## config.mk

```make
export PLATFORM = sky130hd
export DESIGN_NAME = fact_sched
export DESIGN_NICKNAME = d
export VERILOG_FILES = /design/src/rtl/fact_sched.sv
export SDC_FILE = /design/constraint.sdc
export NUM_CORES = 1
export LEC_CHECK = 0
export ABC_AREA = 1
export BUFFER_PORTS_ARGS = -buffer_cell sky130_fd_sc_hd__buf_2
export CAP_MARGIN = 20
export CELL_PAD_IN_SITES_DETAIL_PLACEMENT = 0
export CELL_PAD_IN_SITES_GLOBAL_PLACEMENT = 1
export CORE_ASPECT_RATIO = 0.5
export CORE_UTILIZATION = 40
export DETAILED_ROUTE_END_ITERATION = 7
export GPL_ROUTABILITY_DRIVEN = 0
export PLACE_DENSITY = 0.75
export SETUP_SLACK_MARGIN = 0.5
export SYNTH_ARGS = -nofsm -noshare
export SYNTH_HDL_FRONTEND = slang
export SYNTH_SLANG_ARGS = --single-unit
```

## constraint.sdc

```tcl
create_clock -name clk -period 8.22 [get_ports clk]
set_input_delay 0.411 -clock clk [delete_from_list [all_inputs] [get_ports clk]]
set_output_delay 0.411 -clock clk [all_outputs]
set_load 0.05 [all_outputs]
```

## src/rtl/fact_sched.sv

```systemverilog
// ============================================================================
// fact_sched : round-robin arbiter in front of one iterative 8-bit factorial
//              engine (n! mod 256 plus overflow flag).
// Revision   : 1.0 - initial release
// ============================================================================
`default_nettype none

module fact_sched #(
    parameter int NREQ = 4,
    parameter int IDW  = $clog2(NREQ)
) (
    input  logic                 clk,
    input  logic                 rst,
    input  logic [NREQ-1:0]      req,
    input  logic [8*NREQ-1:0]    n_in,
    output logic [NREQ-1:0]      ack,
    output logic                 done,
    output logic [7:0]           result,
    output logic                 ovf,
    output logic [IDW-1:0]       done_id,
    output logic                 busy
);

    typedef enum logic [1:0] {
        S_IDLE = 2'd0,
        S_MULT = 2'd1,
        S_DONE = 2'd2
    } state_t;

    state_t            state_q;
    logic [IDW-1:0]    ptr_q;
    logic [IDW-1:0]    gid_q;
    logic [7:0]        acc_q;
    logic [7:0]        cnt_q;
    logic              ovf_r_q;

    logic [NREQ-1:0]   ack_q;
    logic              done_q;
    logic [7:0]        result_q;
    logic              ovf_q;
    logic [IDW-1:0]    done_id_q;

    logic              found_d;
    logic [IDW-1:0]    gnt_d;
    logic [7:0]        n_sel_d;
    logic [15:0]       prod_d;

    // Index k positions above p, wrapping at NREQ (NREQ need not be a power of 2).
    function automatic logic [IDW-1:0] rr_idx(input logic [IDW-1:0] p, input int k);
        int s;
        s = int'(p) + k;
        if (s >= NREQ) s = s - NREQ;
        return s[IDW-1:0];
    endfunction

    // Scan downward so the candidate closest to ptr is the last one written.
    always_comb begin
        found_d = 1'b0;
        gnt_d   = '0;
        n_sel_d = 8'd0;
        for (int k = NREQ-1; k >= 0; k--) begin
            if (req[rr_idx(ptr_q, k)]) begin
                found_d = 1'b1;
                gnt_d   = rr_idx(ptr_q, k);
            end
        end
        for (int k = 0; k < NREQ; k++) begin
            if (gnt_d == k[IDW-1:0]) n_sel_d = n_in[8*k +: 8];
        end
    end

    assign prod_d = {8'd0, acc_q} * {8'd0, cnt_q};

    always_ff @(posedge clk) begin
        if (rst) begin
            state_q   <= S_IDLE;
            ptr_q     <= '0;
            gid_q     <= '0;
            acc_q     <= 8'd0;
            cnt_q     <= 8'd0;
            ovf_r_q   <= 1'b0;
            ack_q     <= '0;
            done_q    <= 1'b0;
            result_q  <= 8'd0;
            ovf_q     <= 1'b0;
            done_id_q <= '0;
        end else begin
            ack_q     <= '0;
            done_q    <= 1'b0;
            result_q  <= 8'd0;
            ovf_q     <= 1'b0;
            done_id_q <= '0;
            case (state_q)
                S_IDLE: begin
                    if (found_d) begin
                        gid_q   <= gnt_d;
                        ptr_q   <= rr_idx(gnt_d, 1);
                        acc_q   <= 8'd1;
                        cnt_q   <= n_sel_d;
                        ovf_r_q <= 1'b0;
                        state_q <= S_MULT;
                    end
                end
                S_MULT: begin
                    if (cnt_q <= 8'd1) begin
                        // Result outputs are loaded here so they are valid for the whole DONE cycle.
                        state_q   <= S_DONE;
                        done_q    <= 1'b1;
                        ack_q     <= {{(NREQ-1){1'b0}}, 1'b1} << gid_q;
                        result_q  <= acc_q;
                        ovf_q     <= ovf_r_q;
                        done_id_q <= gid_q;
                    end else begin
                        acc_q   <= prod_d[7:0];
                        ovf_r_q <= ovf_r_q | (|prod_d[15:8]);
                        cnt_q   <= cnt_q - 8'd1;
                    end
                end
                S_DONE: begin
                    state_q <= S_IDLE;
                end
                default: begin
                    state_q <= S_IDLE;
                end
            endcase
        end
    end

    assign ack     = ack_q;
    assign done    = done_q;
    assign result  = result_q;
    assign ovf     = ovf_q;
    assign done_id = done_id_q;
    assign busy    = (state_q != S_IDLE);

endmodule

`default_nettype wire

```

After elaboration in Yosys (flattened, before gate mapping). Index checks and enable logic that the tools add are counted.

Logic and storage cells: 91. Register bits after elaboration: 39. Output and inout port bits: 17.

Bitwise gates (word level): 3. Magnitude comparators: 10. $mul: 1. Muxes and demuxes: 38. Equal/unequal tests: 7. $add $sub $neg: 10. Shift-type cells: 1. Reductions and logical operators: 10.

Operator list (count): $mux 8 (8); $pmux 8 s2 (2); $mux 2 (11); $mul 8x8->16 (1); $ge 3x3->1 const B (4); $lt 2x3->1 const B (4); $mux 1 (11); $sub 2x1->2 const B (5); $bmux 1 s2 (4); $le 8x1->1 const B (1); $reduce_or 8->1 (1); $sub 8x1->8 const B (1); $add 2x1->3 const B (2); $add 2x2->3 const B (2); $ne 2x2->1 const B (3); $eq 2x1->1 const B (2); $eq 2x2->1 const B (2); $logic_not 2->1 (2); $pmux 2 s2 (1); $reduce_and 2->1 (2); $reduce_bool 2->1 (2); $shl 1x2->4 const A (1); $ge 2x3->1 const B (1); $reduce_and 3->1 (1); 5 further kinds (6).

Logic depth before layout (Yosys ltp). Gate-level depths: netlist of run 1.

Word-level depth: 16. Gate-level depth with buffers: 25.

Least setup slack after synthesis of run 1. OpenSTA, ideal clock, no wires.

Path type: register to register. Start: register cnt_q[7]. End: register ovf_r_q. Slack: 4.092 ns. Period minus slack after synthesis: 4.128 ns. Arrival: 4.015 ns. Cell stages (with the launch flop): 23. Required time: 8.106 ns. Setup time: 0.114 ns. Cells stage by stage: dfxtp_1 -> clkbuf_1 -> nand2_1 -> fa_1 -> fa_1 -> inv_1 -> fa_1 -> inv_1 -> fa_1 -> inv_1 -> ha_1 -> nand2_1 -> nand2_1 -> a21oi_1 -> nand2_1 -> nand2_1 -> nand2_1 -> nand2_1 -> nand2_1 -> nor2_1 -> nand2_1 -> nand2_1 -> a21oi_2.

Cells in the longest elaborated chain, start to end: 5. Elaborated cells between the ends (all ways): 8. Classes of those cells: mul: 1; order compare: 1; eq/ne: 1; mux: 2; bitwise: 1; reduce/logical: 2.

RTL lines: start, declared (line 34) `logic [7:0] cnt_q;`; start signal, assigned (line 99) `cnt_q <= n_sel_d;`; start signal, assigned (line 116) `cnt_q <= cnt_q - 8'd1;`; $mul 8x8->16 (line 72) `assign prod_d = {8'd0, acc_q} * {8'd0, cnt_q};`; $reduce_or 8->1 (line 115) `ovf_r_q <= ovf_r_q | (|prod_d[15:8]);`; $or 1x1->1 (line 115); $mux 1 (line 105) `if (cnt_q <= 8'd1) begin`; $pmux 1 s2 (line 93) `case (state_q)`; end signal, assigned (line 115); end, declared (line 35) `logic ovf_r_q;`.

Several ways; a longest one is shown, not always the timed one. The select of a mux whose other input is x is not followed. A chain may end at the register's enable or synchronous reset.

Worst setup path after layout of run 1. Ends and elaborated chain as after synthesis.

==> reports/qor.txt, run 1 <==
Area of placed instances: 4610 µm²
Combinational fraction of design power: 0.574
RSZ-0062 raised after global routing: false
Clk_lat worst skew: 0.28 ns
Multi-input gate area: 2820 µm²
Setup TNS Final: 0 ns
Hold Fails Final Rpt: 0
Clk pwr share: 0.164
Least-Margin Pin Slew: 0.527 ns
Slew HR: 0.648
Critical Path AT: 4.59 ns
Lkg Pwr: 2.68 nW
Vias: 3,707
Yosys top cell by area: dfxtp_1
Area added between synthesis and finish: 11.0%
FF-to-FF Start: cnt_q[7]$_SDFFE_PP0P_
Critical path type: reg2reg
Top cells by area, synth: dfxtp_1 (18%), fa_1 (17%), nand2_1 (15%)
TritonCTS clock tree: yes
1st-pass router iterations: 4
Worst hold path type: in2reg
Clock tree buffer depth: 2
Synth Area in XOR/XNOR: 0.00614
Share of cells above drive strength 1: 0.124
Peak supply drop: 0.121 mV
Core box area: 10,300 µm²
Tcrit/Tclk final: 0.536
Hold_buf cts: 0
Die height: 75.2 µm
Sequential power share: 0.263
Main combinational cell family by area after synthesis: adder cells
Sink Count: 39
Hold_ws: 0.460 ns
Max_cap viols: 0
Post_cts resized: 0
Critical path peak fanout: 11
Sw Ratio: 0.514
WHS Path Cells: 3
Iter 0 DRT Violations: 177
Multiplexer share of the synthesized area: 0
Final HPWL DP: 8260 µm
Top cell type's share of synthesized area: 0.182
Peak Freq: 0.227 GHz
Die X: 148 µm
Setup Skew: 0.00728 ns
H-tree depth: 2
Switching pwr: 0.611 mW
Ports: 55
DR WL/cell: 12.7 µm
FF-to-FF path depth: 20
Critical R2R Capture: ovf_r_q$_SDFFE_PP0P_
ANT nets after route: 0
Sequential cell area: 781 µm²
Routed vias/inst: 4.62
Yosys warns: 0
Ant. Diodes: 0
Final setup violating endpoints: 0
Post-Synth Simple-Gate Area: 0.238
CP required: 8.40 ns
Routed WL: 10,100 µm
Post-Syn Area: 4280 µm²
Largest net degree at the start of global routing: 21
Power Density: 250 nW/µm²
Post-synthesis adder-cell area fraction: 0.291
Total power: 1.19 mW
# fillers: 1,083
Slew Viols, Final: 0
Seq/Total Area, Yosys: 0.182
Number of synthesized register bits: 39
Mapped Cells: 626
CTS Buf Count: 5
Reg-to-reg slack, setup: 3.81 ns
NumNets Final: 777
Worst-path clk slew: 0.07 ns
Drt drc: 0
Final Cell Area: 4750 µm²
CTS root buf: clkbuf_16
Initial Util: 0.415
Initial antenna violation count: 0
Number of global-route vias before repair: 3,436
Tot GR Track Use: 0.195
Port Buffers: 54
Min Tclk post-route: 4.41 ns
Compound-gate portion of the synthesized area: 0.125
First-pass GRT wire length: 16,900 µm
Hold path endpoint: cnt_q[5]$_SDFFE_PP0P_
Internal: 0.578 mW
Syn Nets: 742
CP Launch Type: flip-flop
Die area: 11,100 µm²
Mean Syn Cell Area: 6.84 µm²
Run status: completed
Setup bufs post-CTS: 0
Min-delay src: n_in[29]
Num rows: 26
Post-synthesis cell type count: 35
GRT overflow: 0
Critical Path End Type: flip-flop
per-stage QoR:
| stage | worst slack [ns] | instances | utilization |
|---|---|---|---|
| after floorplan | 4.09 | 626 | - |
| after global placement | 3.84 | 794 | 0.447 |
| after detailed placement | 3.83 | 794 | 0.447 |
| after CTS | 3.83 | 802 | 0.461 |
| after global routing | 3.51 | 802 | 0.461 |
| final | 3.81 | 802 | 0.461 |
worst max path at each step:
stage	start	to	slack, ns	cells after the start
2_1_floorplan	cnt_q[7]$_SDFFE_PP0P_	ovf_r_q$_SDFFE_PP0P_	4.09	22
3_3_place_gp	cnt_q[7]$_SDFFE_PP0P_	ovf_r_q$_SDFFE_PP0P_	3.84	20
3_5_place_dp	cnt_q[6]$_SDFFE_PP0P_	ovf_r_q$_SDFFE_PP0P_	3.83	20
4_1_cts	cnt_q[5]$_SDFFE_PP0P_	ovf_r_q$_SDFFE_PP0P_	3.83	20
5_1_grt	cnt_q[7]$_SDFFE_PP0P_	ovf_r_q$_SDFFE_PP0P_	3.51	21
6_report	cnt_q[7]$_SDFFE_PP0P_	ovf_r_q$_SDFFE_PP0P_	3.81	20
power groups by stage:
stage / clock network, mW / logic (mW) / registers (mW)
floorplan: 0 / 0.590 / 0.258
global placement: 0 / 0.684 / 0.316
detailed placement: 0 / 0.678 / 0.317
CTS: 0.200 / 0.686 / 0.312
global route: 0.207 / 0.782 / 0.322
finish: 0.195 / 0.682 / 0.312
logic make-up after synthesis:
group,count (synthesis)
compound gates,83
buf+inv,173
simple gates,250
flops,39
fa+ha+maj,78
xor+xnor,3
flip-flops by register name, indices dropped and copies added, names as in the netlist:
name     flops
result       8
gid_q        2
acc_q        8
done         1
ack          4
done_id      2
ovf          1
ovf_r_q      1
cnt_q        8
state_q      2
ptr_q        2
cells in the mapped netlist (all sizes together):
cell and instances:
a21boi 1, a21o 1, a21oi 24, a22oi 6
a31oi 5, buf 4, clkbuf 23, dfxtp 39
fa 36, ha 42, inv 146, nand2 172
nand3 23, nand3b 1, nand4 3, nor2 40
nor3 9, nor4 1, o2111ai 1, o211ai 11
o21ai 28, o22ai 1, o31ai 5, or2 1
xnor2 2, xor2 1
worst max-delay path, cell delays in order, from the launching register on:
cell and delay, ns:
dfxtp_1 0.57, nand2_1 0.14, fa_1 0.53, fa_1 0.55, inv_1 0.06, fa_1 0.53, inv_1 0.06, fa_1 0.53
inv_1 0.04, ha_1 0.35, nand2_1 0.11, nor2_1 0.10, nand3_1 0.10, nand2_1 0.10, nand2_1 0.07, nand3b_1 0.09
nand2_1 0.07, nor2_1 0.11, nand2_1 0.06, nand2_1 0.07, a21oi_2 0.05
layout make-up:
type,count,share of cell area
Multi-Input combinational cell,414,0.594
Sequential cell,39,0.164
Inverter,146,0.115
Timing Repair Buffer,55,0.0585
Tap cell,140,0.0369
Clock buffer,5,0.0263
Clock inverter,3,0.00421
layout by cell type (no fill, tap or decap):
master      Yosys  layout
o21ai_0        19      19
or2_2           1       1
nor3_1          9       9
inv_2           2       2
o21ai_2         4       4
nor4_1          1       1
nand2_4         2       2
nand2_2         2       2
o22ai_1         1       1
buf_4           0       1
a21oi_1        22      22
dfxtp_1        39      39
nand2_1       168     168
ha_1           42      42
o211ai_1       11      11
inv_1         144     144
a22oi_1         6       6
clkinv_2        0       1
nand4_1         3       3
o2111ai_1       1       1
buf_2           1      54
nand3b_1        1       1
a21o_1          1       1
a21oi_2         2       2
o21ai_1         5       5
nor2_2          1       1
clkbuf_16       0       5
clkinvlp_4      0       2
nor2_1         39      39
o31ai_2         5       5
a31oi_1         5       5
xnor2_1         2       2
nand3_1        23      23
a21boi_0        1       1
xor2_1          1       1
fa_1           36      36
metal layers:
layer  GRT usage  share of wire  vias to the layer above
li1            -              -                     1974
met1       0.294           0.53                     1636
met2       0.307           0.41                       95
met3      0.0194          0.065                        2
met4      0.0286         0.0016                        0
met5           0              0                        -
No activity file was read; power rests on OpenSTA's default activity.
==> inputs of run 2 (changes only) <==
--- a/config.mk
+++ b/config.mk
@@ -11,7 +11,7 @@
 export CELL_PAD_IN_SITES_DETAIL_PLACEMENT = 0
 export CELL_PAD_IN_SITES_GLOBAL_PLACEMENT = 1
 export CORE_ASPECT_RATIO = 0.5
-export CORE_UTILIZATION = 40
+export CORE_UTILIZATION = 38
 export DETAILED_ROUTE_END_ITERATION = 7
 export GPL_ROUTABILITY_DRIVEN = 0
 export PLACE_DENSITY = 0.75
==> constraint.sdc (replaced) <==
create_clock -name clk -period 4 [get_ports clk]
set_input_delay 0.2 -clock clk [delete_from_list [all_inputs] [get_ports clk]]
set_output_delay 0.2 -clock clk [all_outputs]
set_load 0.05 [all_outputs]
==> reports/qor.txt, run 2 (synthesis results as in run 1) <==
Least-Margin Pin Slew: 0.557 ns (was 0.527 ns)
Iter 0 DRT Violations: 207 (was 177)
Peak supply drop: 0.351 mV (was 0.121 mV)
Die height: 77.1 µm (was 75.2 µm)
Critical path type: reg2reg (unchanged)
Lkg Pwr: 2.96 nW (was 2.68 nW)
CP startpoint: cnt_q[4]$_SDFFE_PP0P_ (was cnt_q[7]$_SDFFE_PP0P_)
1st-pass router iterations: 4 (unchanged)
Initial antenna violation count: 0 (unchanged)
Routed WL: 11,100 µm (was 10,100 µm)
FF-to-FF path depth: 22 (was 20)
Cell Count Post-Placement: 825 (was 794)
Setup Skew: 0.00562 ns (was 0.00728 ns)
Reg-to-reg slack, setup: 0.06 ns (was 3.81 ns)
ANT nets after route: 0 (unchanged)
WL met3: 547 µm (was 656 µm)
Die area: 11,700 µm² (was 11,100 µm²)
Worst Setup EP: ovf_r_q$_SDFFE_PP0P_ (unchanged)
TritonCTS clock tree: yes (unchanged)
Hold Fails Final Rpt: 0 (unchanged)
Core box area: 10,600 µm² (was 10,300 µm²)
Slew Viols, Final: 0 (unchanged)
Run status: completed (unchanged)
CTS Buf Count: 5 (unchanged)
CP required: 4.18 ns (was 8.40 ns)
Worst hold path type: in2reg (unchanged)
Clk_lat worst skew: 0.29 ns (was 0.28 ns)
Worst setup margin: 0.0588 ns (was 3.81 ns)
Num rows: 26 (unchanged)
Critical R2R Capture: ovf_r_q$_SDFFE_PP0P_ (unchanged)
Ports: 55 (unchanged)
Vias: 3,940 (was 3,707)
Critical path's slowest cell: fa_1 (was dfxtp_1)
Top Layer Used: met4 (unchanged)
Min Tclk post-route: 3.94 ns (was 4.41 ns)
CTS root buf: clkbuf_16 (unchanged)
Non-Filler Instances: 846 (was 802)
Tot GR Track Use: 0.206 (was 0.195)
CP cell instances: nand2_2 -> inv_2 -> fa_1 -> inv_1 -> fa_1 -> inv_1 -> fa_1 -> inv_1 -> fa_1 -> inv_2 -> ha_4 -> nand2_2 -> nor2_1 -> nand3_2 -> nand3_1 -> nand2_1 -> nor2_1 -> nand2_1 -> nor2_1 -> nand2_1 -> nand2_1 -> a21oi_2 (was nand2_1 -> fa_1 -> fa_1 -> inv_1 -> fa_1 -> inv_1 -> fa_1 -> inv_1 -> ha_1 -> nand2_1 -> nor2_1 -> nand3_1 -> nand2_1 -> nand2_1 -> nand3b_1 -> nand2_1 -> nor2_1 -> nand2_1 -> nand2_1 -> a21oi_2)
M1 wire length: 5750 µm (was 5360 µm)
Drt drc: 0 (unchanged)
Clock tree buffer depth: 2 (unchanged)
Share of cells above drive strength 1: 0.285 (was 0.124)
Critical path peak fanout: 5 (was 11)
# fillers: 1,030 (was 1,083)
Wire length on met2: 4730 µm (was 4110 µm)
Slew HR: 0.627 (was 0.648)
RSZ-0062 raised after global routing: true (was false)
Power Density: 527 nW/µm² (was 250 nW/µm²)
Commonest non-fill, non-tap cell in the layout: nand2_1 (unchanged)
Critical Path AT: 4.12 ns (was 4.59 ns)
Hold_ws: 0.225 ns (was 0.460 ns)
Setup TNS Final: 0 ns (unchanged)
Sink Count: 39 (unchanged)
Critical Path Max Stage Delay: 0.53 ns (was 0.57 ns)
Hold_buf cts: 0 (unchanged)
Tcrit/Tclk final: 0.985 (was 0.536)
H-tree depth: 2 (unchanged)
First-pass GRT wire length: 19,200 µm (was 16,900 µm)
Pre-CTS setup slack: -0.189 ns (was 3.83 ns)
CP Launch Type: flip-flop (unchanged)
Port Buffers: 54 (unchanged)
Area added between synthesis and finish: 26.2% (was 11.0%)
Sequential cell area: 827 µm² (was 781 µm²)
Max_cap viols: 0 (unchanged)
Peak Freq: 0.254 GHz (was 0.227 GHz)
Initial Util: 0.405 (was 0.415)
DR WL/cell: 13.2 µm (was 12.7 µm)
NumNets Final: 821 (was 777)
Worst-path clk slew: 0.06 ns (was 0.07 ns)
Critical Path End Type: flip-flop (unchanged)
Ant. Diodes: 0 (unchanged)
GRT overflow: 0 (unchanged)
Largest net degree at the start of global routing: 21 (unchanged)
Number of global-route vias before repair: 3,974 (was 3,436)
Final setup violating endpoints: 0 (unchanged)
Multi-input gate area: 3050 µm² (was 2820 µm²)
Final HPWL DP: 8870 µm (was 8260 µm)
Most frequent cells in the layout: nand2_1 (141), inv_1 (132), buf_2 (54) (was nand2_1 (168), inv_1 (144), buf_2 (54))
FF-to-FF Start: cnt_q[4]$_SDFFE_PP0P_ (was cnt_q[7]$_SDFFE_PP0P_)
Die X: 152 µm (was 148 µm)
Routed vias/inst: 4.66 (was 4.62)
-- run 2: report_power, final --
part	internal (mW)	switching, mW
Combinational	0.690	1.06
Clock	0.298	0.176
Sequential	0.485	0.137
-- run 2: what timing repair did --
| action | 4_1_cts | 5_1_grt |
|---|---|---|
| pin swaps | 26 | 11 |
| setup endpoints to repair | 4 | 5 |
| resized for setup | 50 | 35 |
| setup buffers | 11 | 2 |
| hold endpoints to repair | 0 | 0 |
-- run 2: cell type report --
type                    count  area share
clock inverters             3     0.00880
clock buffers               5      0.0232
inverters                 146       0.102
repair buffers             99       0.115
flip-flops and latches     39       0.153
well taps                 140      0.0324
multi-input cells         414       0.565
-- run 2: worst min path at each step --
stage                                      from                    end  slack, ns  cells past startpoint
after floorplan                             rst  cnt_q[2]$_SDFFE_PP0P_       0.39                      3
after global placement    gid_q[0]$_SDFFE_PP0P_      ack[2]$_SDFF_PP0_       0.48                      1
after detailed placement  gid_q[1]$_SDFFE_PP0P_      ack[1]$_SDFF_PP0_       0.48                      1
after CTS                              n_in[24]  cnt_q[0]$_SDFFE_PP0P_       0.22                      3
after global routing                   n_in[24]  cnt_q[0]$_SDFFE_PP0P_       0.24                      3
final                                  n_in[24]  cnt_q[0]$_SDFFE_PP0P_       0.23                      3
-- run 2: critical path, delay by kind of cell (launching register included) --
kind | cells | cell delay (ns)
AO/OA/AOI/OAI | 1 | 0.05
adder cells (fa/ha/maj) | 5 | 2.26
buffers and inverters | 5 | 0.24
flip-flops | 1 | 0.37
AND/OR/NAND/NOR | 11 | 0.95
-- run 2: per-layer routing --
layer | track usage | up-vias
met3 | 0.0300 | 10
met1 | 0.289 | 1765
met5 | 0 | -
li1 | - | 2075
met4 | 0.0418 | 0
met2 | 0.335 | 90
-- run 2: through the flow --
step | util | power [mW] | area [µm²]
2_1_floorplan | - | 1.80 | 4390
3_3_place_gp | 0.463 | 2.20 | 4900
3_5_place_dp | 0.463 | 2.20 | 4900
4_1_cts | 0.499 | 2.79 | 5270
5_1_grt | 0.511 | 3.12 | 5400
6_report | 0.511 | 2.84 | 5400
==> inputs of run 3 (changes only) <==
--- a/config.mk
+++ b/config.mk
@@ -14,7 +14,7 @@
 export CORE_UTILIZATION = 38
 export DETAILED_ROUTE_END_ITERATION = 7
 export GPL_ROUTABILITY_DRIVEN = 0
-export PLACE_DENSITY = 0.75
+export PLACE_DENSITY_LB_ADDON = 0.1
 export SETUP_SLACK_MARGIN = 0.5
 export SYNTH_ARGS = -nofsm -noshare
 export SYNTH_HDL_FRONTEND = slang
==> reports/qor.txt, run 3 (synthesis results as in run 1) <==
Run status: completed (unchanged)
H-tree depth: 2 (unchanged)
Worst setup margin: 0.108 ns (was 0.0588 ns)
Lkg Pwr: 2.91 nW (was 2.96 nW)
Routed WL: 10,900 µm (was 11,100 µm)
Peak supply drop: 0.392 mV (was 0.351 mV)
Initial Util: 0.405 (unchanged)
Min Tclk post-route: 3.89 ns (was 3.94 ns)
Peak Freq: 0.257 GHz (was 0.254 GHz)
Num rows: 26 (unchanged)
Ports: 55 (unchanged)
Final HPWL DP: 8940 µm (was 8870 µm)
CTS Buf Count: 5 (unchanged)
DR WL/cell: 12.9 µm (was 13.2 µm)
Vias: 3,893 (was 3,940)
Final Cell Area: 5350 µm² (was 5400 µm²)
Worst-path clk slew: 0.07 ns (was 0.06 ns)
Tot GR Track Use: 0.199 (was 0.206)
Iter 0 DRT Violations: 182 (was 207)
Setup TNS Final: 0 ns (unchanged)
First-pass GRT wire length: 18,600 µm (was 19,200 µm)
Share of cells above drive strength 1: 0.252 (was 0.285)
Critical path type: reg2reg (unchanged)
Clock tree buffer depth: 2 (unchanged)
Critical Path End Type: flip-flop (unchanged)
Finished Core Util: 0.506 (was 0.511)
Tcrit/Tclk final: 0.973 (was 0.985)
Die area: 11,700 µm² (unchanged)
Max_cap viols: 0 (unchanged)
1st-pass router iterations: 4 (unchanged)
Setup Skew: 0.0119 ns (was 0.00562 ns)
GRT overflow: 0 (unchanged)
Critical Path AT: 4.07 ns (was 4.12 ns)
Pre-CTS setup slack: -0.179 ns (was -0.189 ns)
CP required: 4.18 ns (about the same)
Most frequent cells in the layout: nand2_1 (156), inv_1 (137), buf_2 (54) (was nand2_1 (141), inv_1 (132), buf_2 (54))
Number of global-route vias before repair: 3,847 (was 3,974)
# fillers: 1,078 (was 1,030)
Core box area: 10,600 µm² (unchanged)
Worst hold path type: in2reg (unchanged)
Largest net degree at the start of global routing: 21 (unchanged)
Die height: 77.1 µm (unchanged)
Power Density: 527 nW/µm² (about the same)
Final setup violating endpoints: 0 (unchanged)
CTS root buf: clkbuf_16 (unchanged)
Initial antenna violation count: 0 (unchanged)
Area added between synthesis and finish: 24.9% (was 26.2%)
Clk_lat worst skew: 0.29 ns (about the same)
Port Buffers: 54 (unchanged)
Die X: 152 µm (unchanged)
NumNets Final: 816 (was 821)
Critical path peak fanout: 7 (was 5)
RSZ-0062 raised after global routing: true (unchanged)
TritonCTS clock tree: yes (unchanged)
Routed vias/inst: 4.63 (was 4.66)
Least-Margin Pin Slew: 0.508 ns (was 0.557 ns)
Sink Count: 39 (unchanged)
Total power: 2.82 mW (was 2.84 mW)
Slew Viols, Final: 0 (unchanged)
Ant. Diodes: 0 (unchanged)
Commonest non-fill, non-tap cell in the layout: nand2_1 (unchanged)
CP Launch Type: flip-flop (unchanged)
Slew HR: 0.661 (was 0.627)
ANT nets after route: 0 (unchanged)
Hold Fails Final Rpt: 0 (unchanged)
Drt drc: 0 (unchanged)
Area of placed instances: 4870 µm² (was 4900 µm²)
## run 3: area by class of cell
type                            instances  area, µm²  area share
Tap cell                              140        175      0.0328
Sequential cell                        39        822       0.154
Clock inverter                          3       43.8     0.00819
Timing Repair Buffer                   94        596       0.111
Clock buffer                            5        125      0.0234
Multi-Input combinational cell        414       3040       0.568
Inverter                              146        551       0.103
## run 3: timing repair
item / 4_1_cts / 5_1_grt
gates cloned: 0 / 0
resized for setup: 32 / 30
hold buffers: 0 / 0
pin swaps: 17 / 15
endpoints found under the setup margin: 4 / 5
setup buffers: 8 / 3
## run 3: report_power, final
group | internal (mW) | switching, mW
Sequential | 0.484 | 0.117
Clock | 0.294 | 0.171
Combinational | 0.696 | 1.05
Total | 1.47 | 1.34
## run 3: worst paths after layout
kind / start / to / slack (ns) / depth (start not counted)
setup / recovery: cnt_q[7]$_SDFFE_PP0P_ / ovf_r_q$_SDFFE_PP0P_ / 0.11 / 19
setup reg to reg: cnt_q[7]$_SDFFE_PP0P_ / ovf_r_q$_SDFFE_PP0P_ / 0.11 / 19
hold reg to reg: gid_q[0]$_SDFFE_PP0P_ / ack[2]$_SDFF_PP0_ / 0.48 / 1
hold / removal: n_in[29] / cnt_q[5]$_SDFFE_PP0P_ / 0.22 / 3
## run 3: stage by stage
stage,hold slack [ns],cells
3_3_place_gp,0.469,822
2_1_floorplan,0.390,626
5_1_grt,0.235,841
6_report,0.219,841
4_1_cts,0.221,838
3_5_place_dp,0.474,822
## run 3: worst max-delay path, cell delays in order, from the launching register on
cell	delay [ns]
dfxtp_4	0.39
nand2_1	0.08
fa_1	0.50
fa_1	0.52
fa_1	0.55
inv_1	0.05
fa_1	0.48
ha_4	0.28
nand2_2	0.12
inv_1	0.06
a21oi_2	0.16
nand2_2	0.07
nand2_1	0.07
nand2_1	0.04
nor2_1	0.09
nand2_1	0.05
nor2_1	0.09
nand2_1	0.06
nand2_1	0.07
a21oi_2	0.05
## run 3: routing by layer
layer | global-route usage | vias to the layer above | share of wire
li1 | - | 2061 | -
met1 | 0.289 | 1742 | 0.53
met2 | 0.312 | 82 | 0.41
met3 | 0.0294 | 8 | 0.059
met4 | 0.0388 | 0 | 0.0082
met5 | 0 | - | 0
